`config.mk`:
```
export PLATFORM = sky130hd
export DESIGN_NAME = esfa_vector_fetcher
export DESIGN_NICKNAME = d
export VERILOG_FILES = /design/src/rtl/esfa_vector_fetcher.sv
export SDC_FILE = /design/constraint.sdc
export NUM_CORES = 1
export LEC_CHECK = 0
export CAP_MARGIN = 20
export CORE_MARGIN = 5
export CORE_UTILIZATION = 35
export CTS_CLUSTER_SIZE = 40
export DETAILED_ROUTE_END_ITERATION = 16
export GPL_TIMING_DRIVEN = 0
export PLACE_DENSITY = 0.6
export SYNTH_ARGS = -nofsm -noshare
export SYNTH_HDL_FRONTEND = slang
export SYNTH_SLANG_ARGS = --single-unit
```
`constraint.sdc`:
```
create_clock -name clk -period 3.5 [get_ports clk]
set_input_delay 0.7 -clock clk [delete_from_list [all_inputs] [get_ports clk]]
set_output_delay 0.7 -clock clk [all_outputs]
set_load 0.01 [all_outputs]
```
`src/rtl/esfa_vector_fetcher.sv`:
```
// Credit-based prefetcher: streams 64-bit test vectors from a one-cycle-latency ROM
// into a 2-entry FIFO and presents the decoded head entry over valid/ready.
//
// state   | meaning
// IDLE    | waiting for start
// FETCH   | issuing reads within credit, enqueuing returned vectors
// DRAIN   | end word seen or address range exhausted; emptying the FIFO
// DONE    | program complete; terminal until reset
module esfa_vector_fetcher #(
  parameter logic [31:0] ADDR_STEP = 32'd8,
  parameter logic [31:0] MAX_ADDR  = 32'h0000_FFF8
) (
  input  logic        clk,
  input  logic        reset,
  input  logic        start,
  output logic        rom_en,
  output logic [31:0] rom_addr,
  input  logic [63:0] rom_data,
  output logic        vec_valid,
  input  logic        vec_ready,
  output logic        vec_is_mutating,
  output logic        vec_exp_bool,
  output logic [7:0]  vec_handle,
  output logic [7:0]  vec_new_index,
  output logic [7:0]  vec_new_value,
  output logic [7:0]  vec_selector,
  output logic [7:0]  vec_exp_value,
  output logic        busy,
  output logic        done,
  output logic        overrun,
  output logic [15:0] vec_count
);

  localparam logic [1:0] S_IDLE  = 2'd0;
  localparam logic [1:0] S_FETCH = 2'd1;
  localparam logic [1:0] S_DRAIN = 2'd2;
  localparam logic [1:0] S_DONE  = 2'd3;

  logic [1:0]  state;
  logic [1:0]  state_nxt;
  logic [41:0] fifo_mem [2];
  logic        wr_ptr;
  logic        rd_ptr;
  logic [1:0]  count;
  logic [1:0]  count_nxt;
  logic        outstanding;
  logic        push;
  logic        pop;
  logic        end_ret;
  logic        credit_ok;
  logic        want_issue;
  logic        addr_over;
  logic        overrun_hit;
  logic        unused_bits;

  assign vec_valid   = (count != 2'd0);
  assign pop         = vec_valid && vec_ready;
  assign end_ret     = outstanding && rom_data[2];
  assign push        = outstanding && !rom_data[2] && (state == S_FETCH);
  // Credit counts buffered words plus the read in flight, freed by a same-cycle pop.
  assign credit_ok   = ({1'b0, count} + {2'b00, outstanding}) < (3'd2 + {2'b00, pop});
  assign want_issue  = (state == S_FETCH) && credit_ok && !end_ret;
  assign addr_over   = rom_addr > MAX_ADDR;
  assign rom_en      = want_issue && !addr_over;
  assign overrun_hit = want_issue && addr_over;
  assign count_nxt   = count + {1'b0, push} - {1'b0, pop};
  assign unused_bits = ^{rom_data[63:48], rom_data[7:3]};

  assign {vec_exp_value, vec_selector, vec_new_value, vec_new_index,
          vec_handle, vec_exp_bool, vec_is_mutating} = fifo_mem[rd_ptr];

  assign busy = (state == S_FETCH) || (state == S_DRAIN);
  assign done = (state == S_DONE);

  always_comb begin
    state_nxt = state;
    case (state)
      S_IDLE:  if (start) state_nxt = S_FETCH;
      S_FETCH: if (end_ret || overrun_hit) state_nxt = S_DRAIN;
      S_DRAIN: if ((count_nxt == 2'd0) && !outstanding) state_nxt = S_DONE;
      default: state_nxt = state;
    endcase
  end

  always_ff @(posedge clk or negedge reset) begin
    if (!reset) begin
      state       <= S_IDLE;
      count       <= 2'd0;
      wr_ptr      <= 1'b0;
      rd_ptr      <= 1'b0;
      outstanding <= 1'b0;
      rom_addr    <= 32'd0;
      overrun     <= 1'b0;
      vec_count   <= 16'd0;
      fifo_mem[0] <= '0;
      fifo_mem[1] <= '0;
    end else begin
      state       <= state_nxt;
      count       <= count_nxt;
      outstanding <= rom_en;
      if (rom_en) rom_addr <= rom_addr + ADDR_STEP;
      if (overrun_hit) overrun <= 1'b1;
      if (push) begin
        fifo_mem[wr_ptr] <= {rom_data[47:8], rom_data[1:0]};
        wr_ptr           <= ~wr_ptr;
      end
      if (pop) begin
        rd_ptr <= ~rd_ptr;
        if (vec_count != 16'hFFFF) vec_count <= vec_count + 16'd1;
      end
    end
  end

endmodule
```
* Word-level counts from Yosys, hierarchy flattened
Index checks and enable logic that the tools add are counted.
** Cells by class
- Equality and inequality tests :: 7
- Muxes and demuxes :: 10
- Reduce and logical (&&, ||, !) cells :: 22
- Add/subtract/negate cells :: 6
- Bitwise logic cells :: 4
- Magnitude comparators :: 5
** Operator list (count)
- 42-bit two-way mux :: 4
- 84-bit bitwise mux :: 1
- 42-bit demux with 1-bit select :: 1
- 32-bit by 4-bit adder with 32-bit output (second input constant) :: 1
- 32-bit by 16-bit greater-than comparator with 1-bit output (second input constant) :: 1
- 16-bit by 1-bit adder with 16-bit output (second input constant) :: 1
- 16-bit != test (second input constant) :: 1
- 1-bit logical AND :: 10
- 2-bit two-way mux :: 3
- 2-bit one-hot mux with 3 select lines :: 1
- 2-bit == test (second input constant) :: 2
- 2-bit greater-or-equal comparator (second input constant) :: 2
- 1-bit zero test :: 4
- 2-bit zero test :: 2
- 2-bit by 1-bit != test with 1-bit output (second input constant) :: 2
- 1-bit NOT with 2-bit output :: 2
- 4-bit AND reduction :: 1
- 2-bit by 1-bit adder with 3-bit output :: 1
- 2-bit by 1-bit adder with 3-bit output (first input constant) :: 1
- 3-bit less-than comparator :: 1
- 3-bit nonzero test :: 1
- 2-bit by 1-bit adder with 2-bit output :: 1
- 2-bit by 1-bit == test with 1-bit output (second input constant) :: 1
- 1-bit logical OR :: 2
- other kinds (6) :: 7
** Storage, ports and cells
- Output and inout bits :: 95
- Input port bits :: 68
- Register bits after elaboration :: 140

* Longest topological paths before layout
Gate-level depths: netlist of the first run.
- Depth after elaboration :: 10
- Gate-level depth with buffers :: 11
- Gate-level depth less buffers :: 11

* Least setup slack after synthesis of the first run
No wires, ideal clock.
- Path type :: input to register
- Start :: in vec_ready
- End :: reg state[1]
- Required time :: 3.375 ns
- Setup time :: 0.125 ns
- Stages on the path :: 10
- Buffers on the path :: 0
- Path slack :: 0.722 ns
- Arrival time :: 2.654 ns
- Cells stage by stage :: o21ai_1 > clkinv_1 > ha_1 > inv_1 > ha_1 > xor3_1 > o31ai_1 > nand2_1 > a21oi_1 > mux2_2
** Between the ends
- Elaborated cells between the ends (all ways) :: 13
** RTL lines
- from (decl) :: RTL line 20 : input logic vec_ready,
- 1-bit logical AND :: RTL line 57 : assign pop = vec_valid && vec_ready;
- named net pop :: RTL line 48 : logic pop;
- 2-bit by 1-bit subtractor with 2-bit output :: RTL line 66 : assign count_nxt = count + {1'b0, push} - {1'b0, pop};
- named net count_nxt[1] :: RTL line 45 : logic [1:0] count_nxt;
- 2-bit zero test :: RTL line 80 : S_DRAIN: if ((count_nxt == 2'd0) && !outstanding) state_nxt = S_DONE;
- 1-bit logical AND :: RTL line 80
- 2-bit by 1-bit != test with 1-bit output (no source line)
- 4-bit AND reduction (no source line)
- to (signal assigned) :: RTL line 98 : state <= state_nxt;
- to (decl) :: RTL line 39 : logic [1:0] state;
The timed path passes the listed nets, and every way through them passes these cells.
A chain may end at the register's enable or synchronous reset.

* Worst setup path in the final report of the first run
- Start :: in vec_ready
- End :: out rom_en
** Between the ends
- Longest elaborated chain between the ends :: 6
** Ends and longest elaborated chain
- 1-bit logical AND :: RTL line 57
- 2-bit by 1-bit adder with 3-bit output :: RTL line 61 : assign credit_ok = ({1'b0, count} + {2'b00, outstanding}) < (3'd2 + {2'b00, pop});
- 3-bit less-than comparator :: RTL line 61
- 1-bit logical AND (2 in a row) :: RTL line 62 : assign want_issue = (state == S_FETCH) && credit_ok && !end_ret;
- 1-bit logical AND :: RTL line 64 : assign rom_en = want_issue && !addr_over;
- to (decl) :: RTL line 16 : output logic rom_en,
No other way between the ends.

==> results of run 1 <==
==> sequential cells by signal (all words and copies together), names as in the netlist <==
register / cells
count: 2
fifo_mem: 84
outstanding: 1
overrun: 1
rd_ptr: 1
rom_addr: 29
state: 2
vec_count: 16
wr_ptr: 1
==> layer usage <==
layer	global-route usage [%]	wire, um
met1	16.5	5620
met2	23.0	6420
met4	5.41	248
met3	6.13	1110
met5	0	20
==> worst max-delay path, cell delays in order <==
cell             delay (ns)
clkdlybuf4s50_1        0.47
o21ai_1                0.19
o21ai_1                0.30
nand3b_1               0.19
nor2_4                 0.21
clkdlybuf4s50_1        0.56
==> worst paths after layout <==
check | slack, ns | depth (start not counted) | startpoint | end
hold / removal | 0.27 | 1 | reset | fifo_mem[74]
hold reg to reg | 0.47 | 1 | overrun | overrun
setup / recovery | 0.16 | 6 | vec_ready | rom_en
max in group asynchronous | 2.47 | 2 | reset | fifo_mem[3]
min in group clk | 0.47 | 1 | overrun | overrun
setup reg to reg | 0.47 | 10 | count[0] | state[1]
==> through the flow <==
step | instances | worst slack, ns | setup TNS, ns | instance area (um^2) | utilization [%]
2_1_floorplan | 433 | 0.722 | 0 | 5960 | -
4_1_cts | 822 | 0.137 | 0 | 8250 | 49.5
6_report | 822 | 0.162 | 0 | 8250 | 49.6
5_1_grt | 822 | 0.0275 | 0 | 8250 | 49.6
3_5_place_dp | 792 | -0.213 | -0.360 | 7650 | 46.0
3_3_place_gp | 791 | -3.64 | -496.70 | 7620 | 45.8
==> cells in the final DEF (no fill, tap or decap), types with 10 or more instances in the layout <==
cell type and instances:
clkbuf_1 31, clkbuf_16 17, clkdlybuf4s50_1 137, dfrtp_1 137, ha_1 10, mux2_2 128
nand4_1 11, nor2_1 11, xnor2_1 18, xor2_1 10
==> repair_timing <==
item	in CTS	in global routing
hold buffers	0	0
buffers inserted	1	0
pin swaps	1	0
endpoints found under the setup margin	1	1
endpoints found under the hold margin	0	0
resized for setup	2	1
==> logic make-up after synthesis <==
kind of cell             Yosys count
AO/OA/AOI/OAI                      9
XOR/XNOR                          29
adder cells (fa/ha/maj)           10
buffers and inverters             42
flip-flops                       137
multiplexers                     130
other                              1
AND/OR/NAND/NOR                   73
==> final cells by class <==
cell class	count	area [um^2]	share of cell area [%]
inverter	10	37.5	0.455
multi-input combinational	254	2370	28.8
sequential	137	3430	41.6
tap	220	275	3.34
timing repair buffer	140	1420	17.2
clock inverter	8	123	1.49
clock buffer	21	460	5.58
buffer	32	131	1.59
==> where the power goes <==
part	switching, W	leakage [nW]	total [W]	internal (W)
clock	0.000625	0.277	0.00177	0.00114
combinational	0.00103	1.61	0.00263	0.00160
sequential	0.000327	1.76	0.00246	0.00213
==> qor.yml, run 1 <==
status:
  result_of_the_run: "finished, final reports clean"
floorplan:
  die_area_um2: 19700
  die_x_um: 140
  placeableCoreArea_um2: 16600
  chipHeight_um: 140
  start_util_pct: 35.8
  num_io_pins: 163
  rows: 47
setup_path:
  critPathArrivalTime_ns: 2.64
  cp-end-kind: "output port"
  startpoint_type: "input pin"
  cp_max_fo: 6
  criticalPathCategory: "in2out"
  crit_required_ns: 2.80
cts:
  max-clock-path-buffers: 2
  cts_root_buffer: "clkbuf_16"
  clk-insertion-delay-late_ns: 0.41
  tritoncts_sink_count: 137
  tritoncts_clock_tree: "done"
  cts_made_buffers: 17
  clkTransAtPathRegs_ns: 0.05
  h-tree-depth: 4
synthesis:
  synth_top_family_by_area: "multiplexers"
  largest_area_contributor_in_the_synthesized_netlist: "dfrtp_1"
  synthMuxAreaShare_pct: 24.6
  post_synth_instance_area_um2: 5960
  post_synth_and_or_nand_nor_area_fraction_pct: 7.35
  synth_adder_area_share_pct: 2.10
  count_of_flip_flops_with_a_built_in_enable_after_synthesis: 0
  synth_xor_area_share_pct: 4.52
  synth.top_cells.by_area: "dfrtp_1 58%, mux2_2 24%, xnor2_1 2.6%, ha_1 2.1%, clkbuf_1 1.8%"
  synth-compound-area-share_pct: 0.966
  yosys-top-cells-count: "137 x dfrtp_1, 128 x mux2_2, 29 x clkbuf_1, 18 x xnor2_1"
  synthDominantCellAreaShare_pct: 57.6
  synthMostInstantiatedCell: "dfrtp_1"
  async_flop_share_pct: 100
  synthDistinctLibCells: 39
  syn-instance-count: 431
  synth_seq_area_share_pct: 57.6
  syn_avg_cell_area_um2: 13.8
  synth-seq-cells: 137
  synthesis.yosys.warnings: 0
  synth-main-ff-cell: "dfrtp_1"
drt:
  wl_per_cell_um: 16.3
  routed-via-count: 3871
  detailedRoute.firstIterationViolations: 78
  vias_per_cell: 4.71
  routed_wirelength_um: 13400
  remaining_drc_errors: 0
  drt_pass1_iterations: 4
  drt.antenna.violating_nets: 0
finish:
  area_growth_pct: 38.5
  filler_cell_count: 1468
  antenna-diode-count: 0
  final_layout_size_suffix_gt1_share_pct: 28.1
  num-nets-final: 670
global_route:
  vias_in_the_first_global_route: 4404
  grt_start_max_net_pins: 72
  wire_length_of_the_first_global_routing_pass_um: 22300
  antenna_found_initial: 1
  grt.overflow.total: 0
  groute.usage.overall_pct: 14.1
sta:
  worst_slew_margin_rel_pct: 54.5
  worst_clock_skew_ns: 0.00609
  portion_of_the_clock_cycle_consumed_by_the_worst_path_in_the_final_layout_pct: 95.4
  finalHoldViolations: 0
  final.hold.worst_slack_ns: 0.274
  slew_violations: 0
  max_freq_ghz: 0.300
  timing.final.setup_violations: 0
  final_period_minus_worst_setup_slack_ns: 3.34
  max_slew.worst_pin.slew_ns: 0.682
  rsz0062_at_grt: "false"
placement:
  buffer_ports.inserted: 138
  finalWeightedCongestion: 0.840
  hpwl_um: 9650
pwr:
  max-vdd-ir-drop_mv: 0.399
  power-per-cell-area_nw_per_um2: 831
  fin_total_pwr_w: 0.00686
  static-leakage-power_nw: 3.64
job:
  max-cap-violations: 0
hold_path:
  hold_path_class: "in2async"
(Power assumes the default switching activity.)
==> inputs of run 2 (changes only) <==
--- a/config.mk
+++ b/config.mk
@@ -11,7 +11,8 @@
 export CTS_CLUSTER_SIZE = 40
 export DETAILED_ROUTE_END_ITERATION = 16
 export GPL_TIMING_DRIVEN = 0
-export PLACE_DENSITY = 0.6
+export PLACE_DENSITY = 0.63
+export SKIP_CTS_REPAIR_TIMING = 1
 export SYNTH_ARGS = -nofsm -noshare
 export SYNTH_HDL_FRONTEND = slang
 export SYNTH_SLANG_ARGS = --single-unit
==> run 2 against run 1 <==
Against the previous run: register-to-register slack better by 0.35 ns; worst hold slack got worse by 0.053 ns; sequential power about the same; clock power grew 6%; critical endpoint unchanged.
==> qor.yml, run 2 (synthesized netlist as in run 1, its figures left out) <==
status:
  result_of_the_run: "finished, final reports clean"  # unchanged
setup_path:
  critical_path.slowest_cell: "clkdlybuf4s50_1"  # unchanged
  worst_r2r_path_depth: 10  # unchanged
  cp-end-kind: "output port"  # unchanged
  cp_max_fo: 4  # was 6
  critical-path-max-stage-delay_ns: 0.58  # was 0.56 ns
  startpoint_type: "flip-flop"  # was input pin
  setup.reg_to_reg.worst_slack_ns: 0.82  # was 0.47 ns
  critPathArrivalTime_ns: 2.63  # was 2.64 ns
  criticalPathCategory: "reg2out"  # was in2out
  critical_path.cell_chain: "inv_1 -> ha_1 -> a21boi_0 -> nor2b_2 -> nand3b_1 -> nor2_4 -> clkdlybuf4s50_1"  # was clkdlybuf4s50_1 -> o21ai_1 -> o21ai_1 -> nand3b_1 -> nor2_4 -> clkdlybuf4s50_1
  crit_required_ns: 2.80  # about the same
sta:
  timing.final.setup_violations: 0  # unchanged
  worst_slew_margin_rel_pct: 58.4  # was 54.5%
  final_period_minus_worst_setup_slack_ns: 3.33  # was 3.34 ns
  final.hold.worst_slack_ns: 0.221  # was 0.274 ns
  max_freq_ghz: 0.300  # about the same
  max_slew.worst_pin.slew_ns: 0.624  # was 0.682 ns
  finalHoldViolations: 0  # unchanged
  portion_of_the_clock_cycle_consumed_by_the_worst_path_in_the_final_layout_pct: 95.3  # was 95.4%
  worst_clock_skew_ns: 0.00604  # was 0.00609 ns
  slew_violations: 0  # unchanged
finish:
  num-nets-final: 670  # unchanged
  largest_register_ffs: 84  # unchanged
  largest_register: "fifo_mem"  # unchanged
  reg.largest.list: "fifo_mem: 84 flops, rom_addr: 29 flops, vec_count: 16 flops"  # unchanged
  final_layout_size_suffix_gt1_share_pct: 28.9  # was 28.1%
  antenna-diode-count: 0  # unchanged
  area_growth_pct: 39.2  # was 38.5%
  most_frequent_cells_in_the_layout: "137 x dfrtp_1, 137 x clkdlybuf4s50_1, 128 x mux2_2, 31 x clkbuf_1, 18 x xnor2_1"  # unchanged
pwr:
  power-per-cell-area_nw_per_um2: 839  # was 831 nW/um^2
  max-vdd-ir-drop_mv: 0.342  # was 0.399 mV
  static-leakage-power_nw: 3.68  # was 3.64 nW
  fin_total_pwr_w: 0.00696  # was 0.00686 W
floorplan:
  die_x_um: 140  # unchanged
  placeableCoreArea_um2: 16600  # unchanged
  num_io_pins: 163  # unchanged
  start_util_pct: 35.8  # unchanged
  chipHeight_um: 140  # unchanged
  rows: 47  # unchanged
  die_area_um2: 19700  # unchanged
cts:
  clk-insertion-delay-late_ns: 0.41  # about the same
  cts_made_buffers: 17  # unchanged
  max-clock-path-buffers: 2  # unchanged
  tritoncts_clock_tree: "done"  # unchanged
  cts_root_buffer: "clkbuf_16"  # unchanged
  h-tree-depth: 4  # unchanged
  tritoncts_sink_count: 137  # unchanged
  clkTransAtPathRegs_ns: 0.06  # was 0.05 ns
drt:
  drt_pass1_iterations: 4  # unchanged
  remaining_drc_errors: 0  # unchanged
  drt.antenna.violating_nets: 0  # unchanged
  routed-via-count: 3931  # was 3871
  vias_per_cell: 4.76  # was 4.71
  detailedRoute.firstIterationViolations: 134  # was 78
  wl_per_cell_um: 16.1  # was 16.3 um
  routed_wirelength_um: 13300  # was 13400 um
placement:
  buffer_ports.inserted: 138  # unchanged
  hpwl_um: 9430  # was 9650 um
  finalWeightedCongestion: 0.861  # was 0.840
hold_path:
  hold_path_class: "in2async"  # unchanged
global_route:
  wire_length_of_the_first_global_routing_pass_um: 22200  # was 22300 um
  antenna_found_initial: 0  # was 1
  vias_in_the_first_global_route: 4299  # was 4404
  grt_start_max_net_pins: 88  # was 72
  groute.usage.overall_pct: 14.1  # about the same
  grt.overflow.total: 0  # unchanged
job:
  max-cap-violations: 0  # unchanged
[run 2: cell count changes in the layout (fill, tap and decap cells not counted), sizes merged]
cell / before / now
clkbuf: 50 / 49
inv: 9 / 10
clkinvlp: 3 / 1
clkinv: 3 / 7
bufinv: 3 / 4
[run 2: power by group]
part	internal [W]	switching (W)	total, W
logic	0.00161	0.00102	0.00263
registers	0.00213	0.000328	0.00246
clock network	0.00121	0.000657	0.00187
total	0.00495	0.00201	0.00696
[run 2: worst max-delay path, delay by kind of cell (launching register included)]
family                     cells  cell delay, ns
adders and majority gates      1            0.22
buffers and inverters          2            0.68
and+or+nand+nor                3            0.63
DFF                            1            0.41
AOI/OAI and AO/OA              1            0.29
[run 2: path summary, 6_finish.rpt]
check,from,end
max in group asynchronous,reset,fifo_mem[52]
min reg2reg,overrun,overrun
max,state[1],rom_en
min in group clk,overrun,overrun
min,reset,fifo_mem[38]
max reg2reg,count[0],state[1]
[run 2: stage by stage]
stage / worst slack, ns / instance area [um^2] / setup TNS [ns] / util (%) / std cells
2_1_floorplan: 0.722 / 5960 / 0 / - / 433
3_3_place_gp: -3.65 / 7620 / -498.93 / 45.8 / 791
3_5_place_dp: -0.233 / 7650 / -0.436 / 46.0 / 792
4_1_cts: -0.251 / 8270 / -0.251 / 49.7 / 824
5_1_grt: -0.0126 / 8290 / -0.0126 / 49.8 / 825
6_report: 0.165 / 8290 / 0 / 49.8 / 825
[run 2: layout make-up]
class | count | area, um^2
fillers | 1458 | 8350
multi-input cells | 254 | 2380
repair buffers | 140 | 1420
plain buffers | 32 | 131
well taps | 220 | 275
clock inverters | 12 | 174
flip-flops and latches | 137 | 3430
clock buffers | 20 | 447
inverters | 10 | 37.5
[run 2: per-layer routing]
metal | track usage [%] | vias up | wire (um)
met5 | 0 | - | 0
met2 | 22.2 | 105 | 6490
li1 | - | 1836 | -
met4 | 4.74 | 0 | 162
met3 | 6.31 | 15 | 1080
met1 | 17.2 | 1975 | 5560
